[config.mk]
export PLATFORM = sky130hd
export DESIGN_NAME = str_cic_upsampler
export DESIGN_NICKNAME = d
export VERILOG_FILES = /design/src/rtl/cic_pkg.sv /design/src/rtl/str_comb.sv /design/src/rtl/str_integrator.sv /design/src/rtl/str_zero_stuff.sv /design/src/rtl/str_cic_upsampler.sv
export SDC_FILE = /design/constraint.sdc
export NUM_CORES = 1
export LEC_CHECK = 0
export BUFFER_PORTS_ARGS = -buffer_cell sky130_fd_sc_hd__buf_2
export CAP_MARGIN = 25
export CORE_ASPECT_RATIO = 0.9
export CORE_UTILIZATION = 67
export DETAILED_ROUTE_END_ITERATION = 8
export GPL_ROUTABILITY_DRIVEN = 0
export PLACE_DENSITY_LB_ADDON = 0.2
export SLEW_MARGIN = 10
export SYNTH_ARGS = -nofsm -noshare
export SYNTH_HDL_FRONTEND = slang
export SYNTH_SLANG_ARGS = --single-unit
export TNS_END_PERCENT = 50
[constraint.sdc]
create_clock -name clk -period 6.32 [get_ports clk]
set_clock_uncertainty 0.2 [all_clocks]
set_input_delay 0.632 -clock clk [delete_from_list [all_inputs] [get_ports clk]]
set_output_delay 0.632 -clock clk [all_outputs]
set_load 0.05 [all_outputs]
[src/rtl/cic_pkg.sv]
// cic_pkg: width-growth and gain-normalisation helpers for the streaming CIC stages
package cic_pkg;

    function automatic longint cic_growth(input int r, input int m, input int n);
        longint g = 1;
        for (int i = 0; i < n; i++) g = g * longint'(r * m);
        return g;
    endfunction

    function automatic int cic_dw(input int w, input int r, input int m, input int n);
        longint g = cic_growth(r, m, n);
        int b = 0;
        while ((longint'(1) << b) < g) b++;
        return w + b;
    endfunction

    // Q1.(DW-1) reciprocal of the interpolator DC gain (RM)^N / R
    function automatic longint cic_attn(input int dw, input int r, input int m, input int n);
        return (longint'(1) << (dw - 1)) / (cic_growth(r, m, n) / longint'(r));
    endfunction

endpackage

[src/rtl/str_comb.sv]
// str_comb: streaming comb stage, out = in minus the input M accepted samples earlier
module str_comb #(
    parameter int DW = 20,
    parameter int M  = 1
) (
    input  logic          clk,
    input  logic          rst_n,
    input  logic [DW-1:0] s_data,
    input  logic          s_valid,
    output logic          s_ready,
    output logic [DW-1:0] m_data,
    output logic          m_valid,
    input  logic          m_ready
);
    logic [DW-1:0] dly [M];
    logic ish;

    assign s_ready = (m_valid & m_ready) | ~m_valid;
    assign ish = s_valid & s_ready;

    always_ff @(posedge clk) begin
        if (!rst_n) begin
            m_valid <= 1'b0;
            m_data <= '0;
            for (int i = 0; i < M; i++) dly[i] <= '0;
        end else begin
            if (ish) begin
                m_data <= s_data - dly[M-1];
                dly[0] <= s_data;
                for (int i = 1; i < M; i++) dly[i] <= dly[i-1];
            end
            m_valid <= ish | (m_valid & ~m_ready);
        end
    end

endmodule

[src/rtl/str_integrator.sv]
// str_integrator: streaming integrator stage, accumulates every accepted sample
module str_integrator #(
    parameter int DW = 20
) (
    input  logic          clk,
    input  logic          rst_n,
    input  logic [DW-1:0] s_data,
    input  logic          s_valid,
    output logic          s_ready,
    output logic [DW-1:0] m_data,
    output logic          m_valid,
    input  logic          m_ready
);
    logic ish;

    assign s_ready = (m_valid & m_ready) | ~m_valid;
    assign ish = s_valid & s_ready;

    always_ff @(posedge clk) begin
        if (!rst_n) begin
            m_valid <= 1'b0;
            m_data <= '0;
        end else begin
            if (ish) m_data <= m_data + s_data;
            m_valid <= ish | (m_valid & ~m_ready);
        end
    end

endmodule

[src/rtl/str_zero_stuff.sv]
// str_zero_stuff: R-fold expander, emits each input followed by R-1 zeros
module str_zero_stuff #(
    parameter int W = 20,
    parameter int R = 4
) (
    input  logic         clk,
    input  logic         rst_n,
    input  logic [W-1:0] s_data,
    input  logic         s_valid,
    output logic         s_ready,
    output logic [W-1:0] m_data,
    output logic         m_valid,
    input  logic         m_ready
);
    localparam int CW = R > 1 ? $clog2(R) : 1;

    logic [CW-1:0] cnt;
    logic free;

    assign free = m_ready | ~m_valid;
    assign s_ready = free & (cnt == '0);

    always_ff @(posedge clk) begin
        if (!rst_n) begin
            m_valid <= 1'b0;
            m_data <= '0;
            cnt <= '0;
        end else if (free) begin
            if (cnt != '0) begin
                m_data <= '0;
                m_valid <= 1'b1;
                cnt <= cnt == CW'(R - 1) ? '0 : cnt + 1'b1;
            end else if (s_valid) begin
                m_data <= s_data;
                m_valid <= 1'b1;
                cnt <= CW'(R > 1);
            end else begin
                m_valid <= 1'b0;
            end
        end
    end

endmodule

[src/rtl/str_cic_upsampler.sv]
// str_cic_upsampler: N combs, R-fold expander, N integrators, then gain normalisation
module str_cic_upsampler
    import cic_pkg::*;
#(
    parameter int W = 16,
    parameter int R = 4,
    parameter int M = 1,
    parameter int N = 2
) (
    input  logic         clk,
    input  logic         rst_n,
    input  logic [W-1:0] s_axis_tdata,
    input  logic         s_axis_tvalid,
    output logic         s_axis_tready,
    output logic [W-1:0] m_axis_tdata,
    output logic         m_axis_tvalid,
    input  logic         m_axis_tready
);
    localparam int DW = cic_dw(W, R, M, N);
    localparam logic [DW-1:0] ATTN = DW'(cic_attn(DW, R, M, N));

    logic [DW-1:0] c_data [N+1];
    logic          c_valid [N+1];
    logic          c_ready [N+1];
    logic [DW-1:0] i_data [N+1];
    logic          i_valid [N+1];
    logic          i_ready [N+1];

    assign c_data[0] = DW'($signed(s_axis_tdata));
    assign c_valid[0] = s_axis_tvalid;
    assign s_axis_tready = c_ready[0];

    for (genvar k = 0; k < N; k++) begin : g_comb
        str_comb #(.DW(DW), .M(M)) u_comb (
            .clk(clk), .rst_n(rst_n),
            .s_data(c_data[k]), .s_valid(c_valid[k]), .s_ready(c_ready[k]),
            .m_data(c_data[k+1]), .m_valid(c_valid[k+1]), .m_ready(c_ready[k+1])
        );
    end

    str_zero_stuff #(.W(DW), .R(R)) u_stuff (
        .clk(clk), .rst_n(rst_n),
        .s_data(c_data[N]), .s_valid(c_valid[N]), .s_ready(c_ready[N]),
        .m_data(i_data[0]), .m_valid(i_valid[0]), .m_ready(i_ready[0])
    );

    for (genvar k = 0; k < N; k++) begin : g_integ
        str_integrator #(.DW(DW)) u_integ (
            .clk(clk), .rst_n(rst_n),
            .s_data(i_data[k]), .s_valid(i_valid[k]), .s_ready(i_ready[k]),
            .m_data(i_data[k+1]), .m_valid(i_valid[k+1]), .m_ready(i_ready[k+1])
        );
    end

    assign m_axis_tvalid = i_valid[N];
    assign i_ready[N] = m_axis_tready;
    // attn is zero-extended so a gain of one (attn = 2^(DW-1)) stays positive
    assign m_axis_tdata = W'((((2 * DW)'($signed(i_data[N]))) * $signed((2 * DW)'(ATTN))) >>> (DW - 1));

endmodule

=== After elaboration in Yosys (flattened, before gate mapping) ===
Memory sizes are Yosys's and may differ from the RTL's.
Index checks and enable logic that the tools add are counted.

* Mux-type cells: 18
* Add/subtract/negate cells: 5
* Reductions and logical operators: 6
* Bitwise operators: 29
* Equal/unequal tests: 1

{| class="wikitable"
|+ Operators by type and width
! kind !! count
|-
| 2-to-1 mux 20 bit || 4
|-
| adder 20 bit || 2
|-
| OR reduction 20 bit || 2
|-
| subtractor 20 bit || 2
|-
| bitwise AND 1 bit || 11
|-
| 2-to-1 mux 1 bit || 11
|-
| NOT 1 bit || 9
|-
| OR 1 bit || 9
|-
| 2-to-1 mux 2 bit || 3
|-
| nonzero test 2 bit || 2
|-
| adder 2 x 1 -> 2 bit (second input constant) || 1
|-
| equality test 2 bit (second input constant) || 1
|-
| logical NOT 2 bit || 1
|-
| AND reduction 2 bit || 1
|}

* Register bits: 107
* Memories kept: 2
* Memory bits (writable): 40
* Logic and storage cells: 72

{| class="wikitable"
|+ Memory list
! name !! words !! bits a word !! read ports !! clocked after Yosys merged registers in !! write ports !! line !! source
|-
| g_comb[0].u_comb.dly || 1 || 20 || 1 || 0 || 1 || str_comb.sv:15 || <nowiki>logic [DW-1:0] dly [M];</nowiki>
|-
| g_comb[1].u_comb.dly || 1 || 20 || 1 || 0 || 1 || str_comb.sv:15 ||
|}

=== Depth between registers and ports, before layout ===
Gate-level depths: netlist of the first run.

* Word-level depth: 16
* Gate-level depth with buffers: 11
* Depth with buffers taken out: 11

=== Cells and area by module ===
Synthesis of the first run repeated with hierarchy kept, for this count alone.

* Cell total of the unflattened synthesis: 1036
* Area, all modules: 9093.7 sq um

{| class="wikitable"
|+ By module, submodules not included
! module !! instances !! cells each !! area an instance (sq um) !! seq. area each (sq um)
|-
| str_comb || 2 || 258 || 2433.6 || 1021.0
|-
| str_integrator || 2 || 227 || 1706.6 || 420.4
|-
| str_zero_stuff || 1 || 66 || 813.3 || 460.4
|}

=== Worst setup path before layout of the first run ===
No wires, ideal clock.

* Path type: input to register
* Start: input s_axis_tdata[0]
* End: register g_comb[0].u_comb.m_data[14]
* Path buffers: 0
* Required time: 6.003 ns
* Slack: 3.327 ns
* Arrival time: 2.675 ns
* Cell stages on the path: 10
* Setup time: 0.117 ns
* Cells stage by stage: inv_1 -> ha_1 -> inv_1 -> fa_1 -> a211o_1 -> a2111oi_1 -> o22ai_1 -> o21ai_0 -> nand2b_1 -> a32o_1

* Cells in the longest elaborated chain, start to end: 1

{| class="wikitable"
|+ RTL lines
! element !! line !! source
|-
| start, declared || str_cic_upsampler.sv:12 || <nowiki>input logic [W-1:0] s_axis_tdata,</nowiki>
|-
| subtractor 20 bit || str_comb.sv:28 || <nowiki>m_data <= s_data - dly[M-1];</nowiki>
|-
| end signal, assigned || str_comb.sv:28 ||
|-
| end, declared || str_comb.sv:11 || <nowiki>output logic [DW-1:0] m_data,</nowiki>
|}

Every way passes these cells.
A chain may end at the register's enable or synchronous reset.

=== Worst setup path after layout of the first run ===
Same ends and word-level chain as after synthesis.

==> summary.md, run 1 <==
| Metric | Value |
|---|---|
| Outcome | complete, no violations |
| Fin crit period | 3.121 ns |
| Hpwl dp | ~12 mm |
| Post-CTS Setup Repair Bufs | 0 |
| Htree depth | 4 |
| LEAKAGE | 3.763 nW |
| Buf/Inv on CP | 3 |
| Total CTS buffers | 17 |
| Cell family with most CP delay | compound AO/OA/AOI/OAI gates |
| Overall Global Routing Usage | 0.2814 |
| Vias in the first global route | 6389 |
| VDD IR-drop max | slightly above 0.0002 V |
| Max Root-Sink Buffers | 2 |
| Area delta synth->final | 9.027% |
| CP required | around 6.4 ns |
| Die span in x | 116.8 um |
| Tcrit/Tclk final | 0.4938 |
| Worst path cell trace | buf_2 > inv_1 > ha_1 > inv_1 > fa_1 > a211o_1 > a2111oi_1 > o22ai_1 > o21ai_0 > nand2b_1 > a32o_1 |
| Worst-margin pin slew | 0.8454 ns |
| Root buf cell | clkbuf_16 |
| Dpl ws | 2.864 ns |
| Max frequency | 320.4 MHz |
| Yosys cell types | between 60 and 70 |
| Reg clk slew, reported paths | 0.05 ns |
| Async SR Flop Fraction | 0 |
| Largest net degree at the start of global routing | 69 |
| CTS sink cnt | 131 |
| # IOs | 38 |
| Via count | 6606 |
| Pwr dens | 284.4 nW/um2 |
| CP Capture Type | flop |
| Core area | 11480 um2 |
| N_diodes | 0 |
| Final hold vios | 0 |
| Signal arrival time at the worst endpoint | 3.24 ns |
| Final cell count without fillers | 1092 |
| Crit path launch type | primary input |
| TritonCTS clock tree | done |
| Post-CTS Hold Buffers | 0 |
| Unrepaired setup endpoints after global routing | no |
| Number of synthesized flops with an enable pin | 34 |
| Hold Crit Class | reg2reg |
| GRT overflow | 0 |
| 1st-iter DRT viols | between 400 and 500 |
| Initial antenna violation count | 0 |
| Maxcap violations | 0 |
| Commonest cells after routing, fill and taps aside | nand2_1, dfxtp_1, a21oi_1, ha_1, nor2_1 |
| Worst hold margin | 0.2508 ns |
| Finished Core Util | 0.7543 |
| DR WL/cell | 14.98 um |
| Initial core utilization | 0.6918 |
| Cells after Synth | 914 |
| Avg Synthesized Cell Area | a little under 9 um2 |
| Worst stage delay on the critical path | 0.61 ns |
| PortBufs | 37 |
| Setup ws final | 3.199 ns |
| Crit Path Max Fanout | 3 |
| Nets | 1017 |
| R2R depth | 9 |
| DR pass1 iterations | 5 |
| Post-synthesis cell area | 7943 um2 |
| Slew Viols, Final | 0 |
| WL final | 16.36 mm |
| Fillers | 849 |
| Cell Rows | 37 |
| Max_slew headroom | 0.4293 |
| Worst hold path depth | 2 |
| Placed Cells incl. Taps | 1061 |
| Remaining antenna violation count | 0 |
| Sum Neg Setup Slack | 0 ns |
| Crit path top cell by count | inv_1 |
| Post-CTS resize count | 0 |
| Fraction of layout cells with a size suffix above 1 | 0.08654 |
| DRC errors left | 0 |
| Slowest cell on the critical path | a2111oi_1 |
| Later-pin clock latency in the skew report | 0.43 ns |
| Final setup viols | 0 |
| Vias per inst | between 6 and 7 |
| Register bit count reported by yosys | 131 |
| Die Height | roughly 110 um |
| Yosys warning total | 0 |
| Main synth FF type | dfxtp_1 |
| Syn nets | 1007 |
| Crit path depth | 11 |
| Post-synthesis sequential area ratio | 0.3730 |
| Commonest non-fill, non-tap cell in the layout | nand2_1 |
| Die area | roughly 12000 um2 |
| Crit path kind | in2reg |
| First-pass GRT wire length | roughly 27 mm |
## path summary, 6_finish.rpt
check / slack, ns / from / to
max: 3.20 / s_axis_tdata[0] / g_comb[0].u_comb.m_data[14]$_SDFFE_PN0P_
min: 0.25 / g_comb[1].u_comb.m_data[5]$_SDFFE_PN0P_ / g_comb[1].u_comb.m_data[5]$_SDFFE_PN0P_
max reg2reg: 3.25 / g_comb[0].u_comb.dly[0][0]$_SDFFCE_PN0P_ / g_comb[0].u_comb.m_data[14]$_SDFFE_PN0P_
min reg2reg: 0.25 / g_comb[1].u_comb.m_data[5]$_SDFFE_PN0P_ / g_comb[1].u_comb.m_data[5]$_SDFFE_PN0P_
## sequential cells by signal (all words and copies together) (netlist names)
name and flops:
g_comb.u_comb.dly 34, g_comb.u_comb.m_data 36, g_comb.u_comb.m_valid 2, g_integ.u_integ.m_data 36
g_integ.u_integ.m_valid 2, u_stuff.cnt 2, u_stuff.m_data 18, u_stuff.m_valid 1
## synth_stat cells (17+ instances only)
| master | number | area share |
|---|---|---|
| ha_1 | 69 | 0.11 |
| xnor2_1 | 31 | 0.034 |
| a21o_1 | 22 | 0.021 |
| dfxtp_1 | 97 | 0.24 |
| a211oi_1 | 17 | 0.016 |
| nand2_1 | 98 | 0.046 |
| and3_1 | 25 | 0.020 |
| inv_1 | 56 | 0.026 |
| a21oi_1 | 72 | 0.045 |
| buf_4 | 17 | 0.016 |
| nor2_1 | 67 | 0.032 |
| clkbuf_1 | 25 | 0.012 |
| edfxtp_1 | 34 | 0.13 |
| o21ai_0 | 46 | 0.029 |
| a22oi_1 | 19 | 0.018 |
| nand3_1 | 30 | 0.019 |
## final cells by class
| type | count | area [um2] | share of cell area |
|---|---|---|---|
| repair buffers | 40 | 207.7 | 0.02398 |
| multi-input cells | 678 | 4499 | 0.5196 |
| flip-flops and latches | 131 | 2963 | 0.3421 |
| clock buffers | 27 | 513.0 | 0.05924 |
| inverters | 56 | 210.2 | 0.02427 |
| clock inverters | 4 | 71.32 | 0.008236 |
| well taps | 156 | 195.2 | 0.02254 |
## metal layers
metal | up-vias | wire (um) | track usage | part of all wire
met1 | 3043 | 6793 | 0.2955 | 0.42
met3 | 60 | 684 | 0.08051 | 0.042
met2 | 190 | 8324 | 0.5093 | 0.51
met5 | - | 0 | 0 | 0
li1 | 3313 | - | - | -
met4 | 0 | 555 | 0.1329 | 0.034
## per-stage QoR
stage / power, mW / cell area [um2]
floorplan: 1.396 / 7943
global placement: 1.468 / 8075
detailed placement: 1.492 / 8075
CTS: 2.465 / 8660
global route: 2.575 / 8660
finish: 2.462 / 8660
## cell families (layout without fill, tap and decap cells)
family | after synthesis | count (layout) | synth area share
simple gates | 298 | 298 | 0.1807
flops | 131 | 131 | 0.3730
xor+xnor | 43 | 43 | 0.04742
mux | 5 | 5 | 0.006301
compound gates | 259 | 259 | 0.2133
fa+ha+maj | 73 | 73 | 0.1188
buf+inv | 105 | 127 | 0.06049
## worst register-to-register path: stages, from the launching register on
cell and delay, ns:
edfxtp_1 0.32, ha_1 0.16, inv_1 0.05, fa_1 0.42, a211o_1 0.33, a2111oi_1 0.61
o22ai_1 0.26, o21ai_0 0.27, nand2b_1 0.09, a32o_1 0.25
## where the power goes
group	leakage (nW)	total [mW]	switching, mW	internal [mW]
sequential	1.16	0.970	0.0406	0.929
clock	0.288	0.972	0.342	0.630
combinational	2.32	0.521	0.321	0.200
(Power assumes the default switching activity.)
==> run 2: changes to the inputs <==
- CORE_UTILIZATION: 67 -> 56
- clock period: 6.32 -> 2.6 ns (I/O delays scaled with it)
==> run 2 against run 1 <==
  * Critical path depth fell by 2
  * The flow now finishes with violations (negative setup slack)
  * Sequential power rose by 140%
  * Wire length rose by 8.3%
  * Non-clock buffer count rose by 60
  * Largest cell class unchanged
  * Largest power group is now registers
==> summary.md, run 2 (synthesis gave the netlist of run 1 again) <==
| Metric | Value |
|---|---|
| N_diodes | 0 |
| Fin crit period | 2.617 ns |
| Total CTS buffers | 17 |
| Worst hold margin | 0.02149 ns |
| Final setup viols | 3 |
| Crit path launch type | flop |
| CTS sink cnt | 131 |
| GRT overflow | 0 |
| PortBufs | 37 |
| Initial core utilization | 0.5835 |
| Initial antenna violation count | 0 |
| Root buf cell | clkbuf_16 |
| Vias per inst | 5.677 |
| DR WL/cell | 14.94 um |
| Die span in x | 127.5 um |
| Signal arrival time at the worst endpoint | 2.73 ns |
| Fillers | 1120 |
| Max_slew headroom | 0.4991 |
| Tcrit/Tclk final | 1.007 |
| Htree depth | 4 |
| Commonest cells after routing, fill and taps aside | nand2_1, dfxtp_1, a21oi_1, nor2_1, ha_1 |
| Final hold vios | 0 |
| CP required | approximately 2.7 ns |
| Final cell count without fillers | about 1200 |
| Pwr dens | 655.1 nW/um2 |
| Slew Viols, Final | 0 |
| Setup ws final | -0.01714 ns |
| R2R Setup Slk | -0.02 ns |
| First-pass GRT wire length | slightly below 30 mm |
| Hpwl dp | 12.05 mm |
| Max frequency | 382.1 MHz |
| Hold Crit Class | in2reg |
| Failing checks | negative setup slack |
| Max Root-Sink Buffers | 2 |
| # IOs | 38 |
| Vias in the first global route | between 6000 and 7000 |
| 1st-iter DRT viols | roughly 440 |
| Routed length on met2 | 7.949 mm |
| DR pass1 iterations | 5 |
| Crit path kind | reg2reg |
| TritonCTS clock tree | done |
| Later-pin clock latency in the skew report | 0.42 ns |
| Fraction of layout cells with a size suffix above 1 | 0.1605 |
| Worst-margin pin slew | 0.7506 ns |
| Die area | 14660 um2 |
| Maxcap violations | 0 |
| Cell Rows | 40 |
| Area delta synth->final | 17.61% |
| LEAKAGE | 4.066 nW |
| Die Height | approximately 110 um |
| Unrepaired setup endpoints after global routing | yes |
| DRC errors left | 0 |
| Core area | 13610 um2 |
| Largest net degree at the start of global routing | 31 |
| Overall Global Routing Usage | 0.2450 |
| Placed Cells incl. Taps | 1132 |
| Top sig layer | met4 |
| Remaining antenna violation count | 0 |
| WL final | 17.72 mm |
| Commonest non-fill, non-tap cell in the layout | nand2_1 |
| Outcome | finished with violations |
| Via count | 6733 |
| Nets | 1077 |
| Biggest regs | g_comb.u_comb.m_data x36, g_integ.u_integ.m_data x36, g_comb.u_comb.dly x34 |
| Reg clk slew, reported paths | approximately 0.060 ns |
| CP Capture Type | flop |
| Metal-1 WL | 8.806 mm |
| Crit Path Max Fanout | 3 |
| VDD IR-drop max | just under 0.0005 V |
| Metal3 WL | 727 um |
run 2: cell types whose count changed in the layout (fill, tap and decap cells not counted), sizes merged:
| cell | previous run | this run |
|---|---|---|
| buf | 40 | 83 |
| bufinv | 2 | 1 |
| clkbuf | 27 | 28 |
| dlygate4sd3 | 0 | 17 |
| clkinv | 1 | 3 |
| inv | 57 | 56 |
run 2: power breakdown:
part | switching, mW | total (mW) | internal [mW]
Clock | 0.846 | 2.34 | 1.49
Sequential | 0.0993 | 2.36 | 2.26
Combinational | 0.840 | 1.43 | 0.587
Total | 1.79 | 6.12 | 4.33
run 2: through the flow:
step / worst slack (ns) / cell area (um2) / utilization / setup TNS, ns / total power, mW
2_1_floorplan: -0.02057 / 7946 / - / -0.02057 / 3.395
3_3_place_gp: -0.2666 / 8408 / 0.6176 / -0.8091 / 3.689
3_5_place_dp: -0.3536 / 8408 / 0.6176 / -1.329 / 3.713
4_1_cts: -0.06345 / 9181 / 0.6744 / -0.08588 / 6.090
5_1_grt: -0.1671 / 9341 / 0.6862 / -0.8911 / 6.434
6_report: -0.01714 / 9341 / 0.6862 / -0.04149 / 6.120
run 2: worst paths after layout:
path	start	to	cells after the start
max	g_comb[0].u_comb.dly[0][1]$_SDFFCE_PN0P_	g_comb[0].u_comb.m_data[15]$_SDFFE_PN0P_	9
min	rst_n	g_comb[0].u_comb.m_valid$_SDFF_PN0_	3
max reg2reg	g_comb[0].u_comb.dly[0][1]$_SDFFCE_PN0P_	g_comb[0].u_comb.m_data[15]$_SDFFE_PN0P_	9
min reg2reg	g_comb[1].u_comb.m_data[6]$_SDFFE_PN0P_	g_comb[1].u_comb.m_data[6]$_SDFFE_PN0P_	2
run 2: cell type report:
class	count	area, um2	share of cell area
clock buffers	28	536.8	0.05746
multi-input cells	678	4641	0.4968
clock inverters	4	45.04	0.004822
well taps	189	236.5	0.02531
inverters	56	210.2	0.02250
flip-flops and latches	131	2968	0.3177
repair buffers	100	704.4	0.07541
run 2: worst max-delay path: stages, from the launching register on:
cell      delay (ns)
edfxtp_1        0.36
inv_1           0.11
ha_1            0.24
nor2b_1         0.14
o31a_1          0.28
o221ai_1        0.27
o21a_1          0.24
o31ai_2         0.11
or3_1           0.31
a32o_1          0.24
run 2: timing repair:
item / CTS / global route
pin swaps: 3 / 17
hold buffers: 17 / 0
hold endpoints to repair: 17 / 0
endpoints found under the setup margin: 7 / 31
buffers inserted: 1 / 4
gates resized for setup: 5 / 37
run 2: layer usage:
layer | GRT usage | vias to the layer above
li1 | - | 3433
met1 | 0.3489 | 3142
met2 | 0.3745 | 134
met3 | 0.04979 | 24
met4 | 0.07460 | 0
met5 | 0 | -
==> run 3: changes to the inputs <==
- CORE_UTILIZATION: 56 -> 40
==> run 3 against run 2 <==
  * Non-clock buffer count up 9
  * Die area rose by 39%
  * First-iteration DRC count is 44% lower
  * Wire length is 7.9% lower
  * Combinational power about the same
  * Count of clock-buffer cells in the layout decreased by 1
  * Fmax decreased by 1.5%
  * Final area is 1.6% higher
  * The run still ends with negative setup slack left
  * Largest cell class unchanged
==> summary.md, run 3 (synthesis gave the netlist of run 1 again) <==
| Metric | Value |
|---|---|
| Fillers | roughly 1900 |
| Initial core utilization | 0.4107 |
| First-pass GRT wire length | 27.34 mm |
| Setup ws final | -0.05668 ns |
| Crit Path Max Fanout | 3 |
| Crit path launch type | flop |
| DRC errors left | 0 |
| Commonest non-fill, non-tap cell in the layout | nand2_1 |
| Max_slew headroom | 0.4835 |
| Via count | 6390 |
| Final cell count without fillers | roughly 1300 |
| Reg clk slew, reported paths | 0.06 ns |
| Overall Global Routing Usage | 0.1666 |
| WL final | 16.32 mm |
| Reg2Reg Launch Point | g_comb[0].u_comb.dly[0][0]$_SDFFCE_PN0P_ |
| Commonest cells after routing, fill and taps aside | nand2_1, dfxtp_1, a21oi_1, ha_1, nor2_1 |
| CP Capture Type | flop |
| Later-pin clock latency in the skew report | between 0.4 and 0.5 ns |
| Root buf cell | clkbuf_16 |
| Seq pwr share | 0.390 |
| Sw power | 1.745 mW |
| Worst Setup SP | g_comb[0].u_comb.dly[0][0]$_SDFFCE_PN0P_ |
| Largest net degree at the start of global routing | 30 |
| Fin crit period | 2.657 ns |
| Failing checks | negative setup slack |
| # IOs | 38 |
| Biggest regs | g_comb.u_comb.m_data x36, g_integ.u_integ.m_data x36, g_comb.u_comb.dly x34 |
| DR pass1 iterations | 5 |
| Pwr dens | 635.0 nW/um2 |
| VDD IR-drop max | 0.0004179 V |
| DR WL/cell | 13.02 um |
| Clock share of power | 0.375 |
| Sum Neg Setup Slack | -0.1015 ns |
| N_diodes | 0 |
| Initial antenna violation count | 0 |
| TritonCTS clock tree | done |
| PortBufs | 37 |
| Core area | 19340 um2 |
| R2R Setup Slk | -0.06 ns |
| Crit path kind | reg2reg |
| Htree depth | 4 |
| Remaining antenna violation count | 0 |
| Fraction of layout cells with a size suffix above 1 | 0.1683 |
| Die area | around 20000 um2 |
| Die Height | 135.7 um |
| Max frequency | 376.4 MHz |
| Unrepaired setup endpoints after global routing | yes |
| Slew Viols, Final | 0 |
| CTS sink cnt | approximately 130 |
| LEAKAGE | slightly above 4 nW |
| Final hold vios | 0 |
| Cell Rows | 48 |
| 1st-iter DRT viols | 246 |
| Outcome | finished with violations |
| Int Pwr | ~4.3 mW |
| Signal arrival time at the worst endpoint | 2.76 ns |
| GRT overflow | 0 |
| Max Root-Sink Buffers | 2 |
| Hpwl dp | 11.78 mm |
| CP required | 2.71 ns |
| Vias per inst | 5.096 |
| Hold Crit Class | in2reg |
| Comb pwr share | 0.236 |
| Tcrit/Tclk final | 1.022 |
| Maxcap violations | 0 |
| Vias in the first global route | 5979 |
| Final setup viols | 4 |
| Area delta synth->final | 19.53% |
| Hold path startpoint | rst_n |
| Nets | 1086 |
| Total CTS buffers | 17 |
| Placed Cells incl. Taps | 1202 |
| Worst-margin pin slew | 0.7747 ns |
| Die span in x | 150.5 um |
| Net Sw Frac | 0.2895 |
## run 3: worst paths after layout
kind	endpoint	cells past startpoint
min reg2reg	g_comb[1].u_comb.m_data[14]$_SDFFE_PN0P_	2
min	g_comb[0].u_comb.m_valid$_SDFF_PN0_	3
max	g_comb[0].u_comb.m_data[14]$_SDFFE_PN0P_	10
max reg2reg	g_comb[0].u_comb.m_data[14]$_SDFFE_PN0P_	10
## run 3: metrics by stage
| stage | util | hold WS [ns] | cell area (um2) | setup WS [ns] | power [mW] |
|---|---|---|---|---|---|
| 6_report | 0.4909 | 0.04923 | 9494 | -0.05668 | 6.029 |
| 5_1_grt | 0.4909 | 0.05572 | 9494 | -0.1638 | 6.365 |
| 4_1_cts | 0.4826 | 0.03831 | 9333 | -0.03072 | 6.047 |
| 3_5_place_dp | 0.4422 | 0.2450 | 8552 | -0.3036 | 3.719 |
| 3_3_place_gp | 0.4422 | 0.2405 | 8552 | -0.2552 | 3.703 |
| 2_1_floorplan | - | 0.1774 | 7946 | -0.02057 | 3.395 |
## run 3: cell type report
class / count / area [um2] / share of cell area
clock buffers: 27 / 545.5 / 0.05746
clock inverters: 3 / 15.01 / 0.001581
inverters: 56 / 210.2 / 0.02214
multi-input cells: 678 / 4676 / 0.4925
flip-flops and latches: 131 / 2967 / 0.3125
well taps: 250 / 312.8 / 0.03295
repair buffers: 109 / 768.2 / 0.08092
## run 3: repair_timing
item / CTS / global route
pin swaps: 7 / 21
setup buffers: 0 / 5
gates resized for setup: 14 / 30
endpoints found under the hold margin: 17 / 0
endpoints found under the setup margin: 7 / 22
hold buffers: 17 / 0
## run 3: worst max-delay path: stages (launching register included)
cell and delay, ns:
edfxtp_1 0.33, ha_2 0.19, inv_2 0.04, fa_2 0.33, a211o_1 0.36, a2111oi_4 0.34, buf_4 0.19, o22ai_4 0.09
o21ai_2 0.16, nand2b_1 0.08, a32o_1 0.25
## run 3: routing by layer
| layer | vias to the layer above | GRT usage | part of all wire |
|---|---|---|---|
| li1 | 3449 | - | - |
| met1 | 2837 | 0.2039 | 0.49 |
| met2 | 82 | 0.2862 | 0.47 |
| met3 | 22 | 0.03434 | 0.025 |
| met4 | 0 | 0.06229 | 0.015 |
| met5 | - | 0 | 0 |
## run 3: power groups by stage
stage | sequential (mW) | clock [mW] | combinational, mW
2_1_floorplan | 2.37 | 0 | 1.02
3_3_place_gp | 2.39 | 0 | 1.31
3_5_place_dp | 2.39 | 0 | 1.33
4_1_cts | 2.35 | 2.32 | 1.38
5_1_grt | 2.37 | 2.39 | 1.60
6_report | 2.35 | 2.26 | 1.42
